File: src/rtl/oct_mac_pkg.sv
// Shared definitions for the OctMAC weight path: feeder FSM state encoding and default widths.
package oct_mac_pkg;

  localparam int DEF_DATA_WIDTH = 16;
  localparam int DEF_PARA_WIDTH = 8;
  localparam int DEF_ADDR_WIDTH = 8;

  typedef enum logic [1:0] {
    IDLE  = 2'd0,
    RUN   = 2'd1,
    DRAIN = 2'd2,
    DONE  = 2'd3
  } feed_state_t;

endpackage

File: src/rtl/weight_skid_buf.sv
// Two-entry FIFO between the scratch pad read port and the PE handshake; head is always the oldest entry.
module weight_skid_buf
  import oct_mac_pkg::*;
#(
  parameter int WIDTH = DEF_DATA_WIDTH
) (
  input  logic             clk,
  input  logic             rst,
  input  logic             push,
  input  logic [WIDTH-1:0] push_data,
  input  logic             pop,
  output logic [WIDTH-1:0] head,
  output logic [1:0]       count
);

  logic [WIDTH-1:0] entry1;

  // Head only changes on a pop or when filling an empty buffer, so it stays stable while stalled.
  always_ff @(posedge clk or posedge rst) begin
    if (rst) begin
      head   <= '0;
      entry1 <= '0;
      count  <= 2'd0;
    end else begin
      case ({push, pop})
        2'b10: begin
          if (count == 2'd0) head <= push_data;
          else entry1 <= push_data;
          count <= count + 2'd1;
        end
        2'b01: begin
          head  <= entry1;
          count <= count - 2'd1;
        end
        2'b11: begin
          if (count == 2'd1) begin
            head <= push_data;
          end else begin
            head   <= entry1;
            entry1 <= push_data;
          end
        end
        default: ;
      endcase
    end
  end

endmodule

File: src/rtl/weight_feeder.sv
// Streams weights from the scratch pad to the PE array, replaying the filter once per pixel.
// Optional pe_weight_last output is enabled with `define FEED_LAST_FLAG_EN.
module weight_feeder
  import oct_mac_pkg::*;
#(
  parameter int DATA_WIDTH         = DEF_DATA_WIDTH,
  parameter int PARA_WIDTH         = DEF_PARA_WIDTH,
  parameter int ADDRESSWIDTH_W_PAD = DEF_ADDR_WIDTH
) (
  input  logic                          clk,
  input  logic                          rst,
  input  logic                          feed_start,
  input  logic [PARA_WIDTH-1:0]         weight_num,
  input  logic [PARA_WIDTH-1:0]         pixel_num,
  input  logic [ADDRESSWIDTH_W_PAD-1:0] wr_count,
  input  logic                          load_done,
  output logic [ADDRESSWIDTH_W_PAD-1:0] raddr,
  input  logic [DATA_WIDTH-1:0]         weight_rd,
  output logic [DATA_WIDTH-1:0]         pe_weight,
  output logic                          pe_weight_valid,
`ifdef FEED_LAST_FLAG_EN
  output logic                          pe_weight_last,
`endif
  input  logic                          pe_ready,
  output logic                          busy,
  output logic                          feed_done
);

  feed_state_t state, state_next;

  logic [PARA_WIDTH-1:0] wn_r, pn_r, w_idx, pass;
  logic                  rd_pending;
  logic [1:0]            buf_count;
  logic [2:0]            occupancy;
  logic                  pop, accept, last_w, last_read, avail, credit, issue;

  assign pop       = pe_weight_valid & pe_ready;
  assign accept    = feed_start & (state == IDLE) & ~busy;
  assign last_w    = (w_idx == (wn_r - PARA_WIDTH'(1)));
  assign last_read = last_w & (pass == (pn_r - PARA_WIDTH'(1)));

  // Pass 0 may only read what the loader has already written; later passes reread a complete pad.
  assign avail     = (pass != '0) | load_done | (ADDRESSWIDTH_W_PAD'(w_idx) < wr_count);
  assign occupancy = {1'b0, buf_count} + {2'b00, rd_pending} - {2'b00, pop};
  assign credit    = (occupancy < 3'd2);
  assign issue     = (state == RUN) & avail & credit;

  always_ff @(posedge clk or posedge rst) begin
    if (rst) state <= IDLE;
    else state <= state_next;
  end

  always_comb begin
    state_next = state;
    case (state)
      IDLE:    if (accept) state_next = ((weight_num == '0) || (pixel_num == '0)) ? DONE : RUN;
      RUN:     if (issue && last_read) state_next = DRAIN;
      DRAIN:   if ((buf_count == 2'd0) && !rd_pending) state_next = DONE;
      DONE:    state_next = IDLE;
      default: state_next = IDLE;
    endcase
  end

  // busy stays up through the feed_done cycle so a start arriving alongside the pulse is ignored.
  always_ff @(posedge clk or posedge rst) begin
    if (rst) begin
      wn_r       <= '0;
      pn_r       <= '0;
      w_idx      <= '0;
      pass       <= '0;
      raddr      <= '0;
      rd_pending <= 1'b0;
      busy       <= 1'b0;
      feed_done  <= 1'b0;
    end else begin
      feed_done  <= (state == DONE);
      rd_pending <= issue;
      if (accept) begin
        busy  <= 1'b1;
        wn_r  <= weight_num;
        pn_r  <= pixel_num;
        w_idx <= '0;
        pass  <= '0;
      end else if (feed_done) begin
        busy <= 1'b0;
      end
      if (issue) begin
        raddr <= ADDRESSWIDTH_W_PAD'(w_idx);
        if (last_w) begin
          w_idx <= '0;
          pass  <= pass + PARA_WIDTH'(1);
        end else begin
          w_idx <= w_idx + PARA_WIDTH'(1);
        end
      end
    end
  end

`ifdef FEED_LAST_FLAG_EN
  logic                rd_last;
  logic [DATA_WIDTH:0] head;

  // The last flag rides alongside its read so it leaves the buffer with the matching weight.
  always_ff @(posedge clk or posedge rst) begin
    if (rst) rd_last <= 1'b0;
    else if (issue) rd_last <= last_w;
  end

  weight_skid_buf #(.WIDTH(DATA_WIDTH + 1)) u_buf (
    .clk       (clk),
    .rst       (rst),
    .push      (rd_pending),
    .push_data ({rd_last, weight_rd}),
    .pop       (pop),
    .head      (head),
    .count     (buf_count)
  );

  assign pe_weight      = head[DATA_WIDTH-1:0];
  assign pe_weight_last = head[DATA_WIDTH] & pe_weight_valid;
`else
  weight_skid_buf #(.WIDTH(DATA_WIDTH)) u_buf (
    .clk       (clk),
    .rst       (rst),
    .push      (rd_pending),
    .push_data (weight_rd),
    .pop       (pop),
    .head      (pe_weight),
    .count     (buf_count)
  );
`endif

  assign pe_weight_valid = (buf_count != 2'd0);

endmodule
File: config.mk
export PLATFORM = sky130hd
export DESIGN_NAME = weight_feeder
export DESIGN_NICKNAME = d
export VERILOG_FILES = /design/src/rtl/oct_mac_pkg.sv /design/src/rtl/weight_skid_buf.sv /design/src/rtl/weight_feeder.sv
export SDC_FILE = /design/constraint.sdc
export NUM_CORES = 1
export LEC_CHECK = 0
export CAP_MARGIN = 20
export CORE_MARGIN = 3
export CORE_UTILIZATION = 56
export CTS_CLUSTER_DIAMETER = 60
export CTS_CLUSTER_SIZE = 28
export DETAILED_ROUTE_END_ITERATION = 7
export PLACE_DENSITY = 0.79
export SLEW_MARGIN = 20
export SYNTH_ARGS = -nofsm -noshare
export SYNTH_HDL_FRONTEND = slang
export SYNTH_HIERARCHICAL = 1
export SYNTH_SLANG_ARGS = --single-unit
File: constraint.sdc
create_clock -name clk -period 4.7 [get_ports clk]
set_input_delay 0.94 -clock clk [delete_from_list [all_inputs] [get_ports clk]]
set_output_delay 0.94 -clock clk [all_outputs]
set_load 0.03 [all_outputs]
==> results of run 1 <==
worst register-to-register path: stages, from the launching register on:
cell	delay (ps)
dfrtp_1	470
or2_2	370
and2_1	230
ha_1	270
nand2b_1	160
fa_1	380
xnor2_1	160
nand3_1	90
a211o_1	370
inv_1	330
nand2b_1	310
nor3b_1	270
a21o_1	110
layer usage:
| metal | wire [um] | vias to the layer above | part of all wire |
|---|---|---|---|
| met5 | 0 | - | 0 |
| li1 | - | 1737 | - |
| met4 | 169 | 0 | 0.017 |
| met3 | 396 | 16 | 0.040 |
| met1 | 4517 | 1711 | 0.46 |
| met2 | 4763 | 79 | 0.48 |
flip-flops by register name, indices dropped and copies added (netlist names), 2 cells and up:
name,flops
u_buf/entry1,16
pass,8
pn_r,8
state,2
w_idx,8
raddr,8
u_buf/count,2
wn_r,8
u_buf/head,16
path summary, 6_finish.rpt:
kind	startpoint	endpoint
worst max-delay path	pe_ready	w_idx[2]
worst min-delay path	feed_done	busy
min in group asynchronous	rst	u_buf/entry1[3]
max in group asynchronous	rst	feed_done
worst min register to register	feed_done	busy
worst max register to register	u_buf/count[0]	w_idx[2]
cells by family (layout without fill, tap and decap cells):
kind of cell | after synthesis | count (layout)
adders and majority gates | 25 | 25
buffers and inverters | 51 | 116
DFF | 79 | 79
and+or+nand+nor | 155 | 155
muxes | 25 | 25
xor gates and xnor gates | 22 | 22
AOI/OAI and AO/OA | 106 | 106
cells in the final DEF (no fill, tap or decap), types with 4 or more instances in the layout:
cell	count
xor2_1	7
mux2_4	10
nand2b_1	7
nor2_1	15
nor4_1	5
a21oi_1	24
a21o_1	8
o21ai_1	5
inv_1	26
ha_1	24
a211o_1	7
xnor2_1	15
clkbuf_8	9
nand2_1	55
nor2b_1	4
dfrtp_1	79
clkdlybuf4s50_1	71
nor3_1	8
nor3b_1	6
mux2_2	11
nand3_1	29
o21ai_0	30
a31oi_1	16
and3_1	6
per-stage QoR:
stage	area, um^2	instances	worst slack [ps]
3_3_place_gp	5224	614	666.3
5_1_grt	5428	630	643.4
2_1_floorplan	4497	463	1410
3_5_place_dp	5224	614	566.1
4_1_cts	5428	630	935.9
6_report	5428	630	922.3
power groups by stage:
stage               Combinational [mW]  Clock, mW  Sequential (mW)
finish                            1.55      0.521             1.13
global route                      1.72      0.561             1.17
floorplan                         1.00          0             1.27
CTS                               1.56      0.527             1.13
detailed placement                1.55          0             1.14
global placement                  1.50          0             1.13
final cells by class:
class,count,share of cell area
clock inverters,7,0.01475
flip-flops and latches,79,0.3642
well taps,102,0.02351
multi-input cells,333,0.4223
repair buffers,73,0.1337
clock buffers,9,0.02282
inverters,27,0.01867
==> results.md, run 1 <==
- The number of design rule violations left after detail routing is 0.
- The share of total power dissipated in sequential elements is 0.354.
- Pin placement for this block handled 72 I/O pins.
- The worst setup path is of the primary input to flop kind.
- The tightest min-delay check is of the flop to flop type.
- The met3 global-route usage is 0.03236.
- The post-detailed-route via-to-cell ratio is 5.624.
- The compound-cell area share of the yosys netlist came to 0.1508.
- The share of total power in the clock network is 0.162.
- Setup repair after global routing left no endpoint under its margin.
- The largest delay contributor family on the critical path is simple AND/OR/NAND/NOR gates.
- Once the clock tree was built, the resizer swapped 0 gates to a different size.
- The worst reg-to-reg path cell count is 12.
- The design internal power is 1.890 mW.
- The leakage power of the design is 2.517 nW.
- The number of global-route vias before repair is about 3.5k.
- At the end of routability-driven placement, the weighted congestion stood at 0.8054.
- The share of Yosys cell area claimed by the top area cell type is 0.4396.
- Counting the fill cells in the layout gives 614.
- The fmax is 264.7 MHz.
- The required time of the critical path is 5000 ps.
- The peak supply drop is ~0.00038 V.
- The horizontal extent of the die is 95.61 um.
- Max-cap violations in this run came to 0.
- The setup total negative slack is 0 ps.
- The routed wire length is 9.846 mm.
- The area fraction in and, or, nand and nor cells after synthesis is 0.1742.
- The synthesized netlist contains 55 unique library cells.
- The initialized floorplan defines 32 standard-cell rows.
- CTS saw around 80 sinks.
- The routed design could run at a clock period as short as 3778 ps.
- Of the synthesized area, sequential elements account for 0.4396.
- Summed over all layers, the global routing overflow is 0.
- Along the worst path, the maximum fanout reaches 11.
- The critical path goes through clkdlybuf4s50_1, and2_1, ha_1, nand2b_1, fa_1, xnor2_1, nand3_1, a211o_1, inv_1, nand2b_1, nor3b_1, a21o_1.
- The initial antenna violation count is 0.
- The count of synthesis-stage warnings from yosys is 6.
- Of the total synthesized cell area, the portion taken by full adders, half adders and majority gates is 0.07123.
- The register-to-register path setup slack is approximately 1100 ps.
- The overall routing resource usage is 0.2304.
- The cell accounting for the most synthesized area is dfrtp_1.
- Headroom to the max-slew limit came out at 0.5049.
- STA puts the critical path data arrival time at just over 4000 ps.
- No sink is reached through more buffers than the 2 on the longest clock path.
- The clock network latency to the later pin of the worst-skew pair is 350 ps.
- The peak-usage layer in the global routing report is met2.
- Entering global routing, the biggest net connects between 40 and 50 pins.
- The sum of buffers and inverters on the critical path is 2.
- Buffers inserted during clock tree synthesis total 9.
- The delay contributed by the slowest stage of the critical path is around 480 ps.
- The number of vias in the routed layout is around 3.5k.
- The kind of end point of the critical path is a flop.
- The first global-routing pass estimated approximately 16 mm of wire.
- The area occupied by registers is 1977 um^2.
- The dominant cell by count in the synthesized netlist is dfrtp_1.
- The switching portion of total power is 0.4104.
- The combinational family with the most area after synthesis is simple AND/OR/NAND/NOR gates.
- A synthesized cell averages 9.712 um^2.
- The post-synthesis sequential element count is 79.
- The net total in the final layout is 593.
- Along the worst hold path, the cell count comes to 1.
- The initial core utilization is 0.5789.
- The highest-delay cell along the critical path is clkdlybuf4s50_1.
- The placeable core region is 7767 um^2.
- Ranked by instance count, the synthesized netlist is headed by dfrtp_1 (79), nand2_1 (55), o21ai_0 (30).
- The most instantiated flip-flop cell in the synthesis netlist is dfrtp_1.
- The placed wire-length estimate is 7.053 mm.
- The number of setup buffers added after CTS is 0.
- The share of cells above drive strength 1 is 0.09091.
- The run finished with clean final reports.
- Relative to the synthesized area, the layout overhead comes to 20.70%.
- The overall power of the completed layout is 3.205 mW.
- The cell depth of the worst setup path is 12.
- Ranked by total cell area, the synthesized netlist is headed by dfrtp_1 (44%), ha_1 (6.7%), nand2_1 (4.6%), mux2_4 (3.3%), o21ai_0 (3.3%).
- The clock-pin transition on the worst setup and hold timing paths is 90 ps.
- The count of final max-slew check failures is 0.
- Of the post-synthesis cell area, the part taken by muxes is 0.07067.
- At the pin with the least slew margin, the transition time is 740.6 ps.
- The count of flip-flops with a built-in enable after synthesis is 0.
- The CTS tree is built.
- The number of antenna diodes in the final layout is 0.
- After detailed routing, the average wire length per cell comes to between 15 and 20 um.
- The area of the die is about 9000 um^2.
- The number of design-rule violations left by the first detailed-router iteration is 138.
- STA classifies the critical path startpoint as a primary input.
- The first TritonRoute pass finished after 4 iterations.
- Of the available clock period, the critical path in the final layout requires 0.8038.
- The worst clock skew is ~11 ps.
- The total of hold buffers inserted after clock tree synthesis is 0.
- The final number of hold-violating endpoints is 0.
- The library cell used as clock root buffer is clkbuf_8.
- In this run the power spent charging and discharging nets is 1.316 mW.
- Of the total synthesized cell area, the portion taken by XOR and XNOR cells is 0.04285.
- Of all flip-flops after synthesis, the portion carrying an async set or reset was 1.000.
- The total of endpoints with negative setup slack in the final report is 0.
- Among the stages of the critical path, the cell type that occurs most often is nand2b_1.
- The post-synthesis instance area is 4497 um^2.
- For met2 alone, demand over resource in global routing was 0.3845.
- The depth of the CTS H-tree is 3.
- Synthesis produced 463 cells.
- During placement, the flow inserted port buffers numbering 71.
- The die extent in y is between 90 and 100 um.
- The power per unit of standard cell area is 590.6 nW/um^2.
- Counting every net in the synthesized netlist gives roughly 530.
- In the final layout, the multi-input gates occupy 2292 um^2.
- The count of nets left with antenna violations after detail routing is 0.
- The worst slack on hold paths is 495.0 ps.
- The share of total power dissipated in combinational logic is 0.484.
- At the end of the flow the core is filled with cells to 0.6988.
- For met1 alone, demand over resource in global routing was 0.3041.
No activity file was read; power rests on OpenSTA's default activity.
==> inputs of run 2 (changes only) <==
--- a/config.mk
+++ b/config.mk
@@ -7,11 +7,11 @@
 export LEC_CHECK = 0
 export CAP_MARGIN = 20
 export CORE_MARGIN = 3
-export CORE_UTILIZATION = 56
+export CORE_UTILIZATION = 54
 export CTS_CLUSTER_DIAMETER = 60
 export CTS_CLUSTER_SIZE = 28
 export DETAILED_ROUTE_END_ITERATION = 7
-export PLACE_DENSITY = 0.79
+export PLACE_DENSITY = 0.76
 export SLEW_MARGIN = 20
 export SYNTH_ARGS = -nofsm -noshare
 export SYNTH_HDL_FRONTEND = slang
==> constraint.sdc (replaced) <==
create_clock -name clk -period 3.64 [get_ports clk]
set_input_delay 0.728 -clock clk [delete_from_list [all_inputs] [get_ports clk]]
set_output_delay 0.728 -clock clk [all_outputs]
set_load 0.03 [all_outputs]
==> run 2 against run 1 <==
Clock skew about the same. Sequential share of layout area decreased by 0.67 points. Setup slack worse by 580 ps. First-iteration DRC count is 43% higher. Cell area is 1.9% higher. Clock power grew 52%. Count of clock-buffer cells in the layout did not move. Critical path depth stayed put. Utilization increased by 0.22 points. Global-route usage down 1.1 points. Register-to-register slack got worse by 780 ps. Non-clock buffer count grew 8.
==> results.md, run 2 (synthesis gave the netlist of run 1 again) <==
- The last weighted congestion value of the routability-driven placer is 0.8349 (+3.7%).
- The post-CTS setup buffer count came to 0 (unchanged).
- The switching power is 1.698 mW (+29%).
- The buffer depth of the longest clock path is 2 (unchanged).
- The end-of-flow core utilization is 0.7010 (+0.002208).
- The post-CTS resize count is 0 (unchanged).
- The actual slew at the worst max-slew pin is 664.9 ps (-75.73 ps).
- The count of nets left with antenna violations after detail routing was 0 (unchanged).
- The horizontal extent of the die was 97.26 um (+1.7%).
- Dividing the final minimum period by the clock period gives 0.9063.
- The worst setup path is captured at a flop.
- The first-pass GRT wire length is 17.15 mm (+4.2%).
- The fmax is 303.1 MHz.
- The number of design rule violations left after detail routing is 0 (unchanged).
- The critical path data arrival time is 3590 ps (-480 ps).
- The quantity of I/O buffers inserted on ports is 71 (unchanged).
- The count of pins on the block boundary is 72 (unchanged).
- Leaving out fill and tap cells, the most frequent cell in the layout is dfrtp_1.
- The worst slack on hold paths is 475.7 ps (-19.35 ps).
- The clock-pin transition on the worst setup and hold timing paths came to 80 ps (about the same).
- The total of hold buffers inserted after clock tree synthesis is 0 (unchanged).
- The number of antenna cells inserted is 0 (unchanged).
- The library cells used most frequently in the layout, excluding fill and tap cells, are dfrtp_1 (79), clkdlybuf4s50_1 (71), nand2_1 (55).
- The setup total negative slack came to 0 ps (unchanged).
- The pin count of the biggest net entering global routing is 35 (-24%).
- The overall routing resource usage came to 0.2195 (-0.01087).
- The placeable core region is 7888 um^2 (+1.5%).
- The post-placement worst setup slack is 18.87 ps (-547.2 ps).
- The TritonCTS buffer count is 9 (unchanged).
- The peak supply drop came to 0.0003948 V (+4.0%).
- The clock network latency to the later pin of the worst-skew pair is 360 ps (about the same).
- The switching portion of total power came to 0.3944 (-0.01600).
- The leakage power of the design is 2.571 nW (+2.2%).
- The cell row count is 32 (unchanged).
- The count of final max-slew check failures came to 0 (unchanged).
- The depth of the CTS H-tree is 3 (unchanged).
- The design area came to 5529 um^2 (+1.9%).
- The required time of the critical path is 3930 ps (-1070 ps).
- The post-detailed-route via-to-cell ratio is 5.650 (+0.47%).
- The proportion of power drawn by combinational gates is 0.475 (-0.009).
- The share of total power in the clock network is 0.184 (+0.022).
- The net total in the final layout is 601 (+1.3%).
- The placed wire-length estimate was 7.130 mm (+1.1%).
- The start-to-end type of the worst setup path is flop to flop.
- Setup repair after global routing left no endpoint under its margin.
- The largest registers in the layout are u_buf/entry1 (16), u_buf/head (16).
- The minimum clock period after layout is 3299 ps.
- The tightest min-delay check is of the flop to flop type.
- The worst clock skew was 11.42 ps (+0.09240 ps).
- The share of cells above drive strength 1 is 0.1063 (+0.01543).
- The routed wire length is 9.974 mm (+1.3%).
- The part of the power in registers is 0.341 (-0.013).
- The area of the die came to 9459 um^2 (+3.5%).
- The die extent in y is 97.26 um (+1.7%).
- The cell area reported after detailed placement is 5285 um^2 (+1.2%).
- The worst slew margin relative to its limit is 0.5567 (+0.05187).
- The number of vias in the routed layout came to 3605 (+1.7%).
- The number of global-route vias before repair is 3691 (+4.8%).
- The number of maximum-capacitance violations is 0 (unchanged).
- The power per unit of standard cell area is 778.5 nW/um^2 (+32%).
- The initial core utilization is 0.5701 (-0.008816).
- The design internal power is 2.607 mW (+38%).
- The highest fanout seen on the critical path was 11 (unchanged).
- The CTS sink count is 79 (unchanged).
- The number of design-rule violations left by the first detailed-router iteration is 197 (+43%).
- Relative to the synthesized area, the layout overhead comes to 22.95%.
- The number of search-and-repair iterations in the first detailed-routing pass is 4 (unchanged).
- The initial antenna violation count was 0 (unchanged).
- The final number of hold-violating endpoints is 0 (unchanged).
- TritonCTS built the clock tree.
- The average wire per cell in the routed design is 15.63 um (about the same).
- The total of endpoints with negative setup slack in the final report is 0 (unchanged).
- The library cell used as clock root buffer is clkbuf_8.
- The kind of start point of the critical path is a flop.
- The filler cell count is 614 (unchanged).
- The smallest setup slack after layout is 341.0 ps (-581.3 ps).
- The run finished with clean final reports.
- The total overflow reported by the global router is 0 (unchanged).
[run 2: cell types whose count changed in the layout (fill, tap and decap cells not counted), sizes merged]
cell / before / now
buf: 2 / 10
bufinv: 1 / 3
inv: 29 / 27
[run 2: per-layer routing]
layer  GRT usage  wire length, um
met4     0.07135              118
met1      0.2898             4582
met2      0.3604             4828
met3     0.04953              445
met5           0                0
[run 2: power groups by stage]
stage | Clock, mW | Combinational (mW) | Sequential, mW
floorplan | 0 | 1.29 | 1.64
global placement | 0 | 1.98 | 1.46
detailed placement | 0 | 2.04 | 1.48
CTS | 0.805 | 2.05 | 1.46
global route | 0.846 | 2.25 | 1.51
finish | 0.792 | 2.05 | 1.47
[run 2: cell type report]
| cell class | count | area (um^2) | share of cell area |
|---|---|---|---|
| clock inverters | 7 | 120.1 | 0.02172 |
| inverters | 27 | 102.6 | 0.01856 |
| clock buffers | 9 | 123.9 | 0.02240 |
| multi-input cells | 333 | 2292 | 0.4146 |
| flip-flops and latches | 79 | 1977 | 0.3575 |
| repair buffers | 81 | 785.8 | 0.1421 |
| well taps | 102 | 127.6 | 0.02308 |
[run 2: worst max-delay path, stage by stage (launching register included)]
cell,delay (ps)
dfrtp_1,460
or2_2,350
and2_1,200
ha_1,270
nand2b_1,150
fa_1,380
xnor2_1,170
nand3_1,90
a211o_1,280
inv_1,220
nand2b_1,270
nor3b_1,270
a21o_1,110
[run 2: final timing paths]
kind | endpoint | startpoint | slack [ps] | depth (start not counted)
max | w_idx[2] | u_buf/count[0] | 340 | 12
min | busy | feed_done | 480 | 1
max reg2reg | w_idx[2] | u_buf/count[0] | 340 | 12
min reg2reg | busy | feed_done | 480 | 1
max in group asynchronous | raddr[6] | rst | 2260 | 3
min in group asynchronous | pass[1] | rst | 760 | 2
[run 2: metrics by stage]
stage | cells | power, mW
global placement | 622 | 3.434
floorplan | 463 | 2.937
finish | 638 | 4.304
detailed placement | 622 | 3.514
CTS | 638 | 4.322
global route | 638 | 4.605
==> inputs of run 3 (changes only) <==
--- a/config.mk
+++ b/config.mk
@@ -11,6 +11,7 @@
 export CTS_CLUSTER_DIAMETER = 60
 export CTS_CLUSTER_SIZE = 28
 export DETAILED_ROUTE_END_ITERATION = 7
+export MAX_ROUTING_LAYER = met4
 export PLACE_DENSITY = 0.76
 export SLEW_MARGIN = 20
 export SYNTH_ARGS = -nofsm -noshare
==> run 3 against run 2 <==
Global-route usage increased by 0.63 points. Non-clock buffer count unchanged. Sequential power about the same. Critical endpoint unchanged. Routed wire length about the same. Clock skew increased by 1.9 ps. Flip-flop and latch count unchanged. Worst hold slack about the same. Maximum frequency about the same. Cell area unchanged.
==> results.md, run 3 (synthesis gave the netlist of run 1 again) <==
- The proportion of power drawn by combinational gates came to 0.475 (about the same).
- The routed wire length is 9.969 mm (about the same).
- The cell row count is 32 (unchanged).
- The required time of the critical path is 3940 ps (about the same).
- The count of final max-slew check failures is 0 (unchanged).
- The number of antenna cells inserted is 0 (unchanged).
- The filler cell count is 614 (unchanged).
- In this run the worst hold path is classified as flop to flop.
- The first-pass GRT wire length came to 17.15 mm (unchanged).
- The last weighted congestion value of the routability-driven placer is 0.8477 (+1.5%).
- The delay contributed by the slowest stage of the critical path was 460 ps (about the same).
- The CTS tree is built.
- The area used by multi-input combinational logic is 2292 um^2 (unchanged).
- The post-detailed-route via-to-cell ratio is 5.611 (-0.69%).
- The area of the die is 9459 um^2 (unchanged).
- The initial antenna violation count is 0 (unchanged).
- The number of design rule violations left after detail routing is 0 (unchanged).
- The initial core utilization was 0.5701 (unchanged).
- The area added between synthesis and finish is 22.95% (unchanged).
- The largest registers in the layout are u_buf/entry1 (16), u_buf/head (16).
- The horizontal extent of the die was 97.26 um (unchanged).
- The fmax is 303.1 MHz (about the same).
- The CTS sink count is 79 (unchanged).
- The die extent in y is 97.26 um (unchanged).
- The overall power of the completed layout is 4.308 mW (about the same).
- Leaving out fill and tap cells, the most frequent cell in the layout is dfrtp_1.
- Traced cell by cell, the critical path runs through or2_2, and2_1, ha_1, nand2b_1, fa_1, xnor2_1, nand3_1, a211o_1, inv_1, nand2b_1, nor3b_1, a21o_1.
- The share of cells above drive strength 1 is 0.1063 (unchanged).
- The critical path data arrival time is 3600 ps (about the same).
- The TritonCTS buffer count is 9 (unchanged).
- The count of nets left with antenna violations after detail routing was 0 (unchanged).
- The design internal power was 2.607 mW (about the same).
- The buffer depth of the longest clock path is 2 (unchanged).
- The clock-pin transition on the worst setup and hold timing paths is 80 ps (about the same).
- The count of pins on the block boundary came to 72 (unchanged).
- The number of vias in the routed layout is 3580 (-0.69%).
- The post-CTS resize count is 0 (unchanged).
- The total overflow reported by the global router was 0 (unchanged).
- The total of endpoints with negative setup slack in the final report is 0 (unchanged).
- The switching power was 1.701 mW (+0.22%).
- The worst slew margin relative to its limit is 0.5615 (+0.004810).
- The final number of hold-violating endpoints is 0 (unchanged).
- The average wire per cell in the routed design is 15.63 um (about the same).
- The worst clock skew is 13.28 ps (+1.858 ps).
- The number of maximum-capacitance violations is 0 (unchanged).
- The number of global-route vias before repair is 3685 (-0.16%).
- The area occupied by registers was 1977 um^2 (unchanged).
- The cell sitting at the root of the clock tree is a clkbuf_8.
- The share of total power in the clock network is 0.185 (about the same).
- The sum of buffers and inverters on the critical path is 1 (unchanged).
- Grouping stages by cell kind, the critical path spends the most delay in simple AND/OR/NAND/NOR gates.
- The highest fanout seen on the critical path is 11 (unchanged).
- The setup total negative slack is 0 ps (unchanged).
- The total of hold buffers inserted after clock tree synthesis is 0 (unchanged).
- The part of the power in registers is 0.341 (about the same).
- The minimum clock period after layout is 3299 ps (+0.3370 ps).
- The flow ran to the end, and the final reports show no timing, DRC or antenna violations.
- The placed wire-length estimate is 7.130 mm (unchanged).
- STA classifies the critical path endpoint as a flop.
- The overall routing resource usage is 0.2258 (+0.006283).
- The switching portion of total power was 0.3949 (+0.0005402).
- The cell that appears most often on the critical path is nand2b_1.
- The post-CTS setup buffer count came to 0 (unchanged).
- The net total in the final layout came to 601 (unchanged).
- The depth of the CTS H-tree is 3 (unchanged).
- Setup repair after global routing left no endpoint under its margin.
- The share of the cycle needed by the critical path after routing is 0.9064 (about the same).
- By startpoint and endpoint, the worst setup path is classified as flop to flop.
- In the layout the commonest cells are dfrtp_1 (79), clkdlybuf4s50_1 (71), nand2_1 (55).
- The actual slew at the worst max-slew pin came to 657.7 ps (-7.216 ps).
- The placeable core region came to 7888 um^2 (unchanged).
- The power per unit of standard cell area is 779.2 nW/um^2 (about the same).
- The number of search-and-repair iterations in the first detailed-routing pass is 4 (unchanged).
- The clock network latency to the later pin of the worst-skew pair is 370 ps (about the same).
- The worst setup path is launched from a flop.
- The number of design-rule violations left by the first detailed-router iteration is 169 (-14%).
- On the critical path, the stage with the largest delay is an instance of dfrtp_1.
- The pin count of the biggest net entering global routing is 35 (unchanged).
- The leakage power of the design is 2.571 nW (unchanged).
- The quantity of I/O buffers inserted on ports came to 71 (unchanged).
- The peak supply drop is 0.0003950 V (about the same).
[run 3: cell counts in the layout (fill, tap and decap cells not counted)]
Identical to the previous run, type by type.
[run 3: final timing paths]
kind,start,end,slack [ps],cells after the start
max in group asynchronous,rst,raddr[6],2270,3
worst max register to register,u_buf/count[0],w_idx[2],340,12
worst max-delay path,u_buf/count[0],w_idx[2],340,12
min in group asynchronous,rst,pass[6],750,2
worst min-delay path,feed_done,busy,480,1
worst min register to register,feed_done,busy,480,1
[run 3: worst reg2reg max path, cell delays in order, from the launching register on]
cell,delay (ps)
dfrtp_1,460
or2_2,350
and2_1,200
ha_1,270
nand2b_1,150
fa_1,380
xnor2_1,160
nand3_1,90
a211o_1,280
inv_1,220
nand2b_1,280
nor3b_1,270
a21o_1,110
[run 3: cell type report]
| type | count | area share |
|---|---|---|
| multi-input combinational | 333 | 0.4146 |
| clock inverter | 7 | 0.02172 |
| clock buffer | 9 | 0.02240 |
| tap | 102 | 0.02308 |
| inverter | 27 | 0.01856 |
| timing repair buffer | 81 | 0.1421 |
| sequential | 79 | 0.3575 |
[run 3: per-stage QoR]
step	setup WS [ps]	utilization	hold WS, ps	instance area, um^2	cells
after CTS	334.0	0.7010	475.8	5529	638
after detailed placement	18.87	0.6701	449.7	5285	622
after global routing	81.61	0.7010	508.4	5529	638
after floorplan	404.5	-	457.7	4497	463
after global placement	141.0	0.6699	464.6	5284	622
final	340.6	0.7010	475.7	5529	638
[run 3: metal layers]
| metal | wire length (um) | vias to the layer above | global-route usage | share of wire |
|---|---|---|---|---|
| met5 | 0 | - | - | 0 |
| met4 | 140 | 0 | 0.07135 | 0.014 |
| met3 | 474 | 12 | 0.04810 | 0.048 |
| met2 | 4791 | 96 | 0.3604 | 0.48 |
| met1 | 4563 | 1721 | 0.2907 | 0.46 |
| li1 | - | 1751 | - | - |
[run 3: power groups by stage]
stage	Combinational [mW]	Clock (mW)	Sequential, mW
floorplan	1.29	0	1.64
global placement	1.98	0	1.46
detailed placement	2.04	0	1.48
CTS	2.05	0.805	1.46
global route	2.25	0.846	1.51
finish	2.05	0.796	1.47
